<file path="src/rtl/lsu_apb_master_pkg.sv">
`default_nettype none
// ============================================================================
// Module      : lsu_pkg
// Description : RV32I load/store size codes and LSU APB state encoding.
// Revision    : 1.0 - initial release
// ============================================================================
package lsu_pkg;

  localparam logic [2:0] LB  = 3'b000;
  localparam logic [2:0] LH  = 3'b001;
  localparam logic [2:0] LW  = 3'b010;
  localparam logic [2:0] LBU = 3'b100;
  localparam logic [2:0] LHU = 3'b101;
  localparam logic [2:0] SB  = 3'b000;
  localparam logic [2:0] SH  = 3'b001;
  localparam logic [2:0] SW  = 3'b010;

  typedef enum logic [1:0] {
    ST_IDLE   = 2'b00,
    ST_SETUP  = 2'b01,
    ST_ACCESS = 2'b10
  } lsu_state_e;

endpackage
`default_nettype wire

</file>
<file path="src/rtl/lsu_apb_master_if.sv">
`default_nettype none
// ============================================================================
// Module      : lsu_apb_master_if
// Description : APB requester/completer signal bundle for the LSU.
// Revision    : 1.0 - initial release
// ============================================================================
interface lsu_apb_master_if #(
  parameter int ADDR_W = 12
) ();

  logic [ADDR_W-1:0] paddr_o;
  logic              psel_o;
  logic              penable_o;
  logic              pwrite_o;
  logic [31:0]       pwdata_o;
  logic [3:0]        pstrb_o;
  logic [31:0]       prdata_i;
  logic              pready_i;

  modport master (
    output paddr_o, psel_o, penable_o, pwrite_o, pwdata_o, pstrb_o,
    input  prdata_i, pready_i
  );

  modport slave (
    input  paddr_o, psel_o, penable_o, pwrite_o, pwdata_o, pstrb_o,
    output prdata_i, pready_i
  );

endinterface
`default_nettype wire

</file>
<file path="src/rtl/lsu_apb_master_align.sv">
`default_nettype none
// ============================================================================
// Module      : lsu_align
// Description : Store lane/strobe generation, legality check, load extension.
// Revision    : 1.0 - initial release
// ============================================================================
module lsu_align
  import lsu_pkg::*;
(
  input  logic        we_i,
  input  logic [2:0]  funct3_i,
  input  logic [1:0]  addr_lo_i,
  input  logic [31:0] wdata_i,
  output logic [3:0]  strb_o,
  output logic [31:0] wlane_o,
  output logic        illegal_o,
  input  logic [2:0]  ld_funct3_i,
  input  logic [1:0]  ld_addr_lo_i,
  input  logic [31:0] ld_word_i,
  output logic [31:0] ld_data_o
);

  logic [31:0] w_shifted;

  always_comb begin
    strb_o  = 4'b0000;
    wlane_o = 32'h0000_0000;
    if (we_i) begin
      case (funct3_i)
        SB: begin
          strb_o  = 4'b0001 << addr_lo_i;
          wlane_o = {4{wdata_i[7:0]}};
        end
        SH: begin
          strb_o  = 4'b0011 << {addr_lo_i[1], 1'b0};
          wlane_o = {2{wdata_i[15:0]}};
        end
        SW: begin
          strb_o  = 4'b1111;
          wlane_o = wdata_i;
        end
        default: ;
      endcase
    end
  end

  // funct3[1:0] is the access size for both loads and stores
  always_comb begin
    illegal_o = 1'b0;
    case (funct3_i)
      3'b011, 3'b110, 3'b111: illegal_o = 1'b1;
      default: ;
    endcase
    if (funct3_i[1:0] == 2'b01 && addr_lo_i[0])
      illegal_o = 1'b1;
    if (funct3_i[1:0] == 2'b10 && addr_lo_i != 2'b00)
      illegal_o = 1'b1;
    if (we_i && funct3_i[2])
      illegal_o = 1'b1;
  end

  assign w_shifted = ld_word_i >> {ld_addr_lo_i, 3'b000};

  always_comb begin
    case (ld_funct3_i)
      LB:      ld_data_o = {{24{w_shifted[7]}}, w_shifted[7:0]};
      LBU:     ld_data_o = {24'h00_0000, w_shifted[7:0]};
      LH:      ld_data_o = {{16{w_shifted[15]}}, w_shifted[15:0]};
      LHU:     ld_data_o = {16'h0000, w_shifted[15:0]};
      LW:      ld_data_o = w_shifted;
      default: ld_data_o = w_shifted;
    endcase
  end

endmodule
`default_nettype wire

</file>
<file path="src/rtl/lsu_apb_master.sv">
`default_nettype none
// ============================================================================
// Module      : lsu_apb_master
// Description : RV32I load/store unit issuing single APB transfers.
// Revision    : 1.0 - initial release
// ============================================================================
module lsu_apb_master
  import lsu_pkg::*;
#(
  parameter int ADDR_W = 12
) (
  input  logic              clk_i,
  input  logic              rst_ni,
  input  logic              req_i,
  input  logic              we_i,
  input  logic [31:0]       addr_i,
  input  logic [31:0]       wdata_i,
  input  logic [2:0]        funct3_i,
  output logic              busy_o,
  output logic              done_o,
  output logic [31:0]       rdata_o,
  output logic              err_o,
  lsu_apb_master_if.master  apb
);

  lsu_state_e        r_state;
  lsu_state_e        w_state_nxt;
  logic [ADDR_W-1:0] r_paddr;
  logic [31:0]       r_pwdata;
  logic [3:0]        r_pstrb;
  logic              r_pwrite;
  logic [2:0]        r_funct3;
  logic [31:0]       r_rdata;
  logic              r_done;
  logic              r_err;

  logic [3:0]        w_strb;
  logic [31:0]       w_wlane;
  logic [31:0]       w_ld_data;
  logic              w_illegal;
  logic              w_accept;
  logic              w_complete;
  logic              w_busy;
  logic              w_psel;
  logic              w_penable;
  logic              w_unused;

  assign w_unused = ^addr_i[31:ADDR_W];

  lsu_align u_align (
    .we_i         (we_i),
    .funct3_i     (funct3_i),
    .addr_lo_i    (addr_i[1:0]),
    .wdata_i      (wdata_i),
    .strb_o       (w_strb),
    .wlane_o      (w_wlane),
    .illegal_o    (w_illegal),
    .ld_funct3_i  (r_funct3),
    .ld_addr_lo_i (r_paddr[1:0]),
    .ld_word_i    (apb.prdata_i),
    .ld_data_o    (w_ld_data)
  );

  assign w_accept   = (r_state == ST_IDLE) && req_i && !w_illegal;
  assign w_complete = (r_state == ST_ACCESS) && apb.pready_i;

  always_ff @(posedge clk_i or negedge rst_ni) begin
    if (!rst_ni)
      r_state <= ST_IDLE;
    else
      r_state <= w_state_nxt;
  end

  always_comb begin
    w_state_nxt = r_state;
    case (r_state)
      ST_IDLE:   if (req_i && !w_illegal) w_state_nxt = ST_SETUP;
      ST_SETUP:  w_state_nxt = ST_ACCESS;
      ST_ACCESS: if (apb.pready_i) w_state_nxt = ST_IDLE;
      default:   w_state_nxt = ST_IDLE;
    endcase
  end

  always_comb begin
    w_busy    = 1'b0;
    w_psel    = 1'b0;
    w_penable = 1'b0;
    case (r_state)
      ST_SETUP: begin
        w_busy = 1'b1;
        w_psel = 1'b1;
      end
      ST_ACCESS: begin
        w_busy    = 1'b1;
        w_psel    = 1'b1;
        w_penable = 1'b1;
      end
      default: ;
    endcase
  end

  // Request fields are frozen at acceptance so the bus stays stable through wait states
  always_ff @(posedge clk_i or negedge rst_ni) begin
    if (!rst_ni) begin
      r_paddr  <= '0;
      r_pwdata <= 32'h0000_0000;
      r_pstrb  <= 4'b0000;
      r_pwrite <= 1'b0;
      r_funct3 <= 3'b000;
      r_rdata  <= 32'h0000_0000;
      r_done   <= 1'b0;
      r_err    <= 1'b0;
    end else begin
      r_done <= w_complete;
      r_err  <= (r_state == ST_IDLE) && req_i && w_illegal;
      if (w_accept) begin
        r_paddr  <= addr_i[ADDR_W-1:0];
        r_pwdata <= w_wlane;
        r_pstrb  <= w_strb;
        r_pwrite <= we_i;
        r_funct3 <= funct3_i;
      end
      if (w_complete)
        r_rdata <= r_pwrite ? 32'h0000_0000 : w_ld_data;
    end
  end

  assign busy_o        = w_busy;
  assign done_o        = r_done;
  assign err_o         = r_err;
  assign rdata_o       = r_rdata;
  assign apb.paddr_o   = r_paddr;
  assign apb.psel_o    = w_psel;
  assign apb.penable_o = w_penable;
  assign apb.pwrite_o  = r_pwrite;
  assign apb.pwdata_o  = r_pwdata;
  assign apb.pstrb_o   = r_pstrb;

endmodule
`default_nettype wire

</file>
<file path="src/flat_wrapper.sv">
// flat-port wrapper written by rule: the top's interface ports become plain ports
module lsu_apb_master_flat import lsu_pkg::*;
#(
  parameter int ADDR_W = 12
)
  (clk_i, rst_ni, req_i, we_i, addr_i, wdata_i, funct3_i, busy_o, done_o, rdata_o, err_o, apb_paddr_o, apb_psel_o, apb_penable_o, apb_pwrite_o, apb_pwdata_o, apb_pstrb_o, apb_prdata_i, apb_pready_i);
  lsu_apb_master_if #(.ADDR_W(ADDR_W)) apb_i ();
  input  logic clk_i;
  input  logic rst_ni;
  input  logic req_i;
  input  logic we_i;
  input  logic [31:0] addr_i;
  input  logic [31:0] wdata_i;
  input  logic [2:0] funct3_i;
  output logic busy_o;
  output logic done_o;
  output logic [31:0] rdata_o;
  output logic err_o;
  output wire logic [$bits(apb_i.paddr_o)-1:0] apb_paddr_o;
  output wire logic [$bits(apb_i.psel_o)-1:0] apb_psel_o;
  output wire logic [$bits(apb_i.penable_o)-1:0] apb_penable_o;
  output wire logic [$bits(apb_i.pwrite_o)-1:0] apb_pwrite_o;
  output wire logic [$bits(apb_i.pwdata_o)-1:0] apb_pwdata_o;
  output wire logic [$bits(apb_i.pstrb_o)-1:0] apb_pstrb_o;
  input wire logic [$bits(apb_i.prdata_i)-1:0] apb_prdata_i;
  input wire logic [$bits(apb_i.pready_i)-1:0] apb_pready_i;
  assign apb_paddr_o = apb_i.paddr_o;
  assign apb_psel_o = apb_i.psel_o;
  assign apb_penable_o = apb_i.penable_o;
  assign apb_pwrite_o = apb_i.pwrite_o;
  assign apb_pwdata_o = apb_i.pwdata_o;
  assign apb_pstrb_o = apb_i.pstrb_o;
  assign apb_i.prdata_i = apb_prdata_i;
  assign apb_i.pready_i = apb_pready_i;
  lsu_apb_master #(.ADDR_W(ADDR_W)) u_core (.clk_i(clk_i), .rst_ni(rst_ni), .req_i(req_i), .we_i(we_i), .addr_i(addr_i), .wdata_i(wdata_i), .funct3_i(funct3_i), .busy_o(busy_o), .done_o(done_o), .rdata_o(rdata_o), .err_o(err_o), .apb(apb_i));
endmodule
</file>
<file path="config.mk">
export PLATFORM = sky130hd
export DESIGN_NAME = lsu_apb_master_flat
export DESIGN_NICKNAME = d
export VERILOG_FILES = /design/src/rtl/lsu_apb_master_pkg.sv /design/src/rtl/lsu_apb_master_if.sv /design/src/rtl/lsu_apb_master_align.sv /design/src/rtl/lsu_apb_master.sv /design/src/flat_wrapper.sv
export SDC_FILE = /design/constraint.sdc
export NUM_CORES = 1
export LEC_CHECK = 0
export CORE_MARGIN = 2
export CORE_UTILIZATION = 40
export CTS_BUF_LIST = sky130_fd_sc_hd__clkbuf_8
export CTS_CLUSTER_DIAMETER = 120
export DETAILED_ROUTE_END_ITERATION = 8
export HOLD_SLACK_MARGIN = 0.05
export PLACE_DENSITY = 0.76
export SYNTH_ARGS = -nofsm -noshare
export SYNTH_HDL_FRONTEND = slang
export SYNTH_SLANG_ARGS = --single-unit
</file>
<file path="constraint.sdc">
create_clock -name clk_i -period 2 [get_ports clk_i]
set_input_delay 0.6 -clock clk_i [delete_from_list [all_inputs] [get_ports clk_i]]
set_output_delay 0.6 -clock clk_i [all_outputs]
set_load 0.02 [all_outputs]
</file>
; ---- Word level (Yosys, flattened, before mapping)
; Cells that the tools add are included.
[totals]
register_bits = 88
mem_bits_ro = 0
latchBits = 0
memories = 0
output_inout_bits = 86
ram_bits = 0
[classes]
eq_ne = 14
n_lt_le_gt_ge = 0
multipliers = 0
n_reduce_logical = 16
bitwise_logic = 0
muxes = 15
div_mod_pow = 0
n_addsub = 0
shift = 3
[op_table]
columns = operator, n
row1 = case mux 32 bit (4 select lines), 1
row2 = case mux 32 bit (3 select lines), 1
row3 = 2-to-1 mux 32 bit, 2
row4 = right shift 32 x 5 -> 32 bit, 1
row5 = == test 3 bit (second input constant), 4
row6 = case mux 4 bit (3 select lines), 1
row7 = logical AND 1 bit, 8
row8 = == test 3 x 1 -> 1 bit (second input constant), 2
row9 = == test 3 x 2 -> 1 bit (second input constant), 2
row10 = logical NOT 3 bit, 2
row11 = 2-to-1 mux 1 bit, 6
row12 = case mux 2 bit (3 select lines), 1
row13 = == test 2 x 1 -> 1 bit (second input constant), 2
row14 = == test 2 bit (second input constant), 2
row15 = 2-to-1 mux 2 bit, 2
row16 = 2-to-1 mux 4 bit, 1
row17 = != test 2 bit (second input constant), 2
row18 = << shifter 1 x 2 -> 4 bit (first input constant), 1
row19 = << shifter 2 x 2 -> 4 bit (first input constant), 1
row20 = OR reduction 3 bit, 1
row21 = logical NOT 2 bit, 1
row22 = AND reduction 2 bit, 1
row23 = nonzero test 2 bit, 1
row24 = OR reduction 2 bit, 1
row25 = logical NOT 1 bit, 1

; ---- Logic depth before layout (Yosys ltp)
[logic_depth]
depth_word = 10
ltp_mapped = 8
ltp_nobuf = 6

; ---- By module
; A second synthesis with hierarchy kept.
[hier_totals]
hier_cells = 497
area_unflattened_um2 = 5011.1
[by_module_without_submodules]
columns = module, seq_area_each_um2, instances, area_each_um2, cells_each
row1 = lsu_apb_master, 2202.1, 1, 3534.6, 267
row2 = lsu_align, 0.0, 1, 1476.4, 230

; ---- Worst setup path before layout
; No wires, ideal clock.
[synth_timing]
path_type = input to register
start = input port funct3_i[0]
end = register u_core.r_state[0]
cell_stages = 5
required_ns = 1.872
t_arrival_ns = 1.707
setup_time_ns = 0.128
path_slack_ns = 0.165
cell_sequence = buf_2 > a221oi_4 > o221ai_1 > o21ai_1 > mux2_1
[synth_between]
elab_chain_len = 10
[synth_rtl]
columns = element, line
row1 = from (decl), flat_wrapper.sv:14  ; input logic [2:0] funct3_i;
row2 = == test 3 x 2 -> 1 bit / == test 3 bit (equally long branches), lsu_apb_master_align.sv:50  ; case (funct3_i)
row3 = OR reduction 3 bit, lsu_apb_master_align.sv:50
row4 = 2-to-1 mux 1 bit, lsu_apb_master_align.sv:50
row5 = 2-to-1 mux 1 bit, lsu_apb_master_align.sv:54  ; if (funct3_i[1:0] == 2'b01 && addr_lo_i[0])
row6 = 2-to-1 mux 1 bit (*), lsu_apb_master_align.sv:56  ; if (funct3_i[1:0] == 2'b10 && addr_lo_i != 2'b00)
row7 = 2-to-1 mux 1 bit (*), lsu_apb_master_align.sv:58  ; if (we_i && funct3_i[2])
row8 = logical NOT 1 bit (*), lsu_apb_master.sv:77  ; ST_IDLE: if (req_i && !w_illegal) w_state_nxt = ST_SETUP;
row9 = logical AND 1 bit (*), lsu_apb_master.sv:77
row10 = != test 2 bit (no line) (*), --
row11 = AND reduction 2 bit (no line) (*), --
row12 = to (signal assigned), lsu_apb_master.sv:71  ; r_state <= w_state_nxt;
row13 = to (decl), lsu_apb_master.sv:26  ; lsu_state_e r_state;
; Every way passes the cells marked *; elsewhere a longest branch is shown, timed or not.
; A chain may end at the register's enable or synchronous reset.

; ---- Final worst setup path
[layout_timing]
start = register u_core.r_pwdata[4], in the netlist u_core.apb.pwdata_o[4]
end = output port apb_pwdata_o[4]
[layout_rtl]
columns = element, line
row1 = from (decl), lsu_apb_master.sv:29  ; logic [31:0] r_pwdata;
row2 = from (signal assigned), lsu_apb_master.sv:118  ; r_pwdata <= w_wlane;
row3 = to (decl), flat_wrapper.sv:23  ; output wire logic [$bits(apb_i.pwdata_o)-1:0] apb_pwdata_o;
; No word-level cell between the ends.

==> metrics.yaml <==
placement:
  place_area_mm2: 0.00652
  port_buffers: 169
  place_ws_ns: -0.357
  dp_cells: 744
  place_congestion: 0.868
  hpwl_um: 9590
timing:
  slew_headroom_pct: 55.3
  fin_crit_sh_pct: 97.5
  final_max_slew_viol_count: 0
  tns_ns: 0
  worstMarginPinSlew_ns: 0.667
  finalHoldViolCount: 0
  fin_worst_skew_ns: 0.0154
  fin_crit_ns: 1.95
  max_freq_ghz: 0.513
  whs_ns: 0.170
  worst_slack_ns: 0.0507
  setup_viol: 0
worst_hold_path:
  hold_path.class: "in -> async"
die:
  die_w_um: 110
  io_pins: 190
  num_rows: 38
  fp.coreArea_mm2: 0.0109
  dieArea_mm2: 0.0122
  die_y_um: 110
  initial_core_util_pct: 41.3
worst_setup_path:
  start_kind: "flop"
  critPathRequiredTime_ns: 1.40
  max_stage_delay_ns: 0.61
  cp.arrival_ns: 1.35
  cpLargestDelayFamily: "buffers and inverters"
  critPathMaxFanout: 2
  path_cells: "clkdlybuf4s50_1"
  worst_setup_path_end_kind: "primary output"
  path_buf_inv: 1
  criticalPathCategory: "reg -> out"
  reg2reg_from: "u_core.r_state[0]$_DFFE_PN0P_"
  cp_slowest_cell: "clkdlybuf4s50_1"
  startpoint: "u_core.apb.pwdata_o[4]$_DFFE_PN0P_"
grt:
  grt_usage_pct: 21.4
  grt_max_degree: 65
  grt_pass1_vias: 4062
  grt_pass1_wl_um: 20000
  overflow: 0
  antenna_found_initial: 0
synth:
  synth_cells: 436
  synth_ff_type: "dfrtp_1"
  ys_types: 36
  syn_nets: 544
  ys_ff_latch: 88
  synth_edf_count: 0
  ys_seq_area_share_pct: 48.7
  synth.cell_area_mm2: 0.00452
  avgSynthCellArea_um2: 10.4
  ys_warn_count: 0
  async_flop_share_pct: 100
cells_and_area:
  post-route-util_pct: 62.3
  stdcell_count: 760
  synthToLayoutAreaGrowth_pct: 50.8
  drive_above_1_share_pct: 13.5
  antennaDiodeCount: 0
  nets: 723
  stdcell_area_mm2: 0.00681
clocking:
  cts.clk_slew.worst_paths_ns: 0.10
  cts.sinks: 88
  clk_latency_ns: 0.36
  cts-root-buf: "clkbuf_8"
  cts_buffers: 9
  cts_hold_buf: 0
  cts_tree: "done"
  clock_path_buffers: 2
  cts-htree-levels: 3
power:
  p_leak_nw: 3.51
  power.total_mw: 9.05
  irDropWorstVdd_mv: 0.757
  powerDensity_mw_per_mm2: 1330
detailed_routing:
  routed_wl_um: 13000
  drc: 0
  vias_per_cell: 5.27
  vias: 4004
  dr.pass1.iters: 7
  ant_nets: 0
  wl_per_cell_um: 17.1
  drt_iter0_markers: 271
flow_run:
  drv_cap: 0
outcome:
  status: "complete, no violations"
==> cells by family (layout without fill, tap and decap cells) <==
group,after synthesis,in the layout,share of synthesized area [%]
flip-flops,88,88,48.7
multiplexers,50,50,13.0
buffers and inverters,38,222,4.29
AO/OA/AOI/OAI,127,127,17.8
AND/OR/NAND/NOR,129,129,15.0
adder cells (fa/ha/maj),4,4,1.11
==> final timing paths <==
check | depth (start not counted) | end | slack, ns
max | 1 | apb_pwdata_o[4] | 0.05
max reg2reg | 9 | u_core.rdata_o[21]$_DFFE_PN0P_ | 0.17
min reg2reg | 2 | u_core.apb.pstrb_o[3]$_DFFE_PN0P_ | 0.48
min | 1 | u_core.err_o$_DFF_PN0_ | 0.17
min in group clk_i | 2 | u_core.apb.pstrb_o[3]$_DFFE_PN0P_ | 0.48
max in group asynchronous | 2 | u_core.apb.pwdata_o[16]$_DFFE_PN0P_ | 1.19
==> state kept, by name, indices dropped and copies added (netlist names) <==
name and cells:
u_core.r_state 2, u_core.apb.pwrite_o 1, u_core.rdata_o 32, u_core.apb.paddr_o 12
u_core.err_o 1, u_core.r_funct3 3, u_core.done_o 1, u_core.apb.pstrb_o 4
u_core.apb.pwdata_o 32
==> power breakdown <==
group,leakage (nW),internal (mW),total (mW),switching (mW)
sequential,1.15,2.52,2.98,0.467
clock,0.100,0.589,1.27,0.682
combinational,2.26,2.35,4.80,2.45
total,3.51,5.46,9.05,3.59
==> layout make-up <==
cell class,instances,area [um^2]
inverters,5,18.8
repair buffers,201,2090
flip-flops and latches,88,2200
clock inverters,7,77.6
clock buffers,9,124
fillers,906,4120
well taps,140,175
multi-input cells,310,2120
==> layout by cell type, fill, tap and decap left out, types with 2 or more instances in the layout <==
master           netlist  layout
o21ai_0               33      33
dlymetal6s2s_1         0      40
dfrtp_1               88      88
and2_1                16      16
nand3b_1               7       7
nand2_1               65      65
nor3b_4                2       2
a21oi_1               17      17
mux2_1                 5       4
a221o_1               16      16
nor2_1                11      11
a22o_1                 8       8
buf_12                 0       6
inv_6                  0       2
clkbuf_8               0       9
or2_2                  2       2
ha_1                   4       4
mux2i_1               24      24
nand2b_1              10      10
nor2b_1               11      10
mux2_2                 8       9
nor3_1                 2       2
o31ai_1                5       5
buf_2                  8       2
dlygate4sd2_1          0       3
o22ai_1                2       2
mux2_4                12      12
buf_4                  3      26
o21ai_1               42      42
inv_1                  5       5
clkinv_4               0       2
clkdlybuf4s50_1        0     122
==> metal layers <==
layer  up-vias  routed length, um  track usage, %
li1       1899                  -               -
met4         0                250            7.68
met1      1907               5120            25.3
met3        18               1370            7.35
met2       180               6240            36.1
met5         -                  0               0
==> timing repair <==
action / CTS / global route
resized for setup: 13 / 44
setup endpoints to repair: 6 / 80
setup buffers: 0 / 0
pin swaps: 0 / 1
==> cells in the mapped netlist (all sizes together) (2+ instances only) <==
cell	number	area [um^2]
or2	2	12.5
nor3	2	10.0
mux2i	24	240
a221o	16	160
ha	4	50.1
buf	17	115
clkbuf	16	60.1
inv	5	18.8
mux2	25	327
dfrtp	88	2200
nand2	65	244
o22ai	2	12.5
nor3b	2	37.5
a22o	8	70.1
and2	16	100
nand2b	10	62.6
o21ai	75	375
o31ai	5	37.5
nand3b	8	72.6
nor2	11	41.3
a21oi	17	85.1
nor2b	11	68.8
No activity file was read; power rests on OpenSTA's default activity.
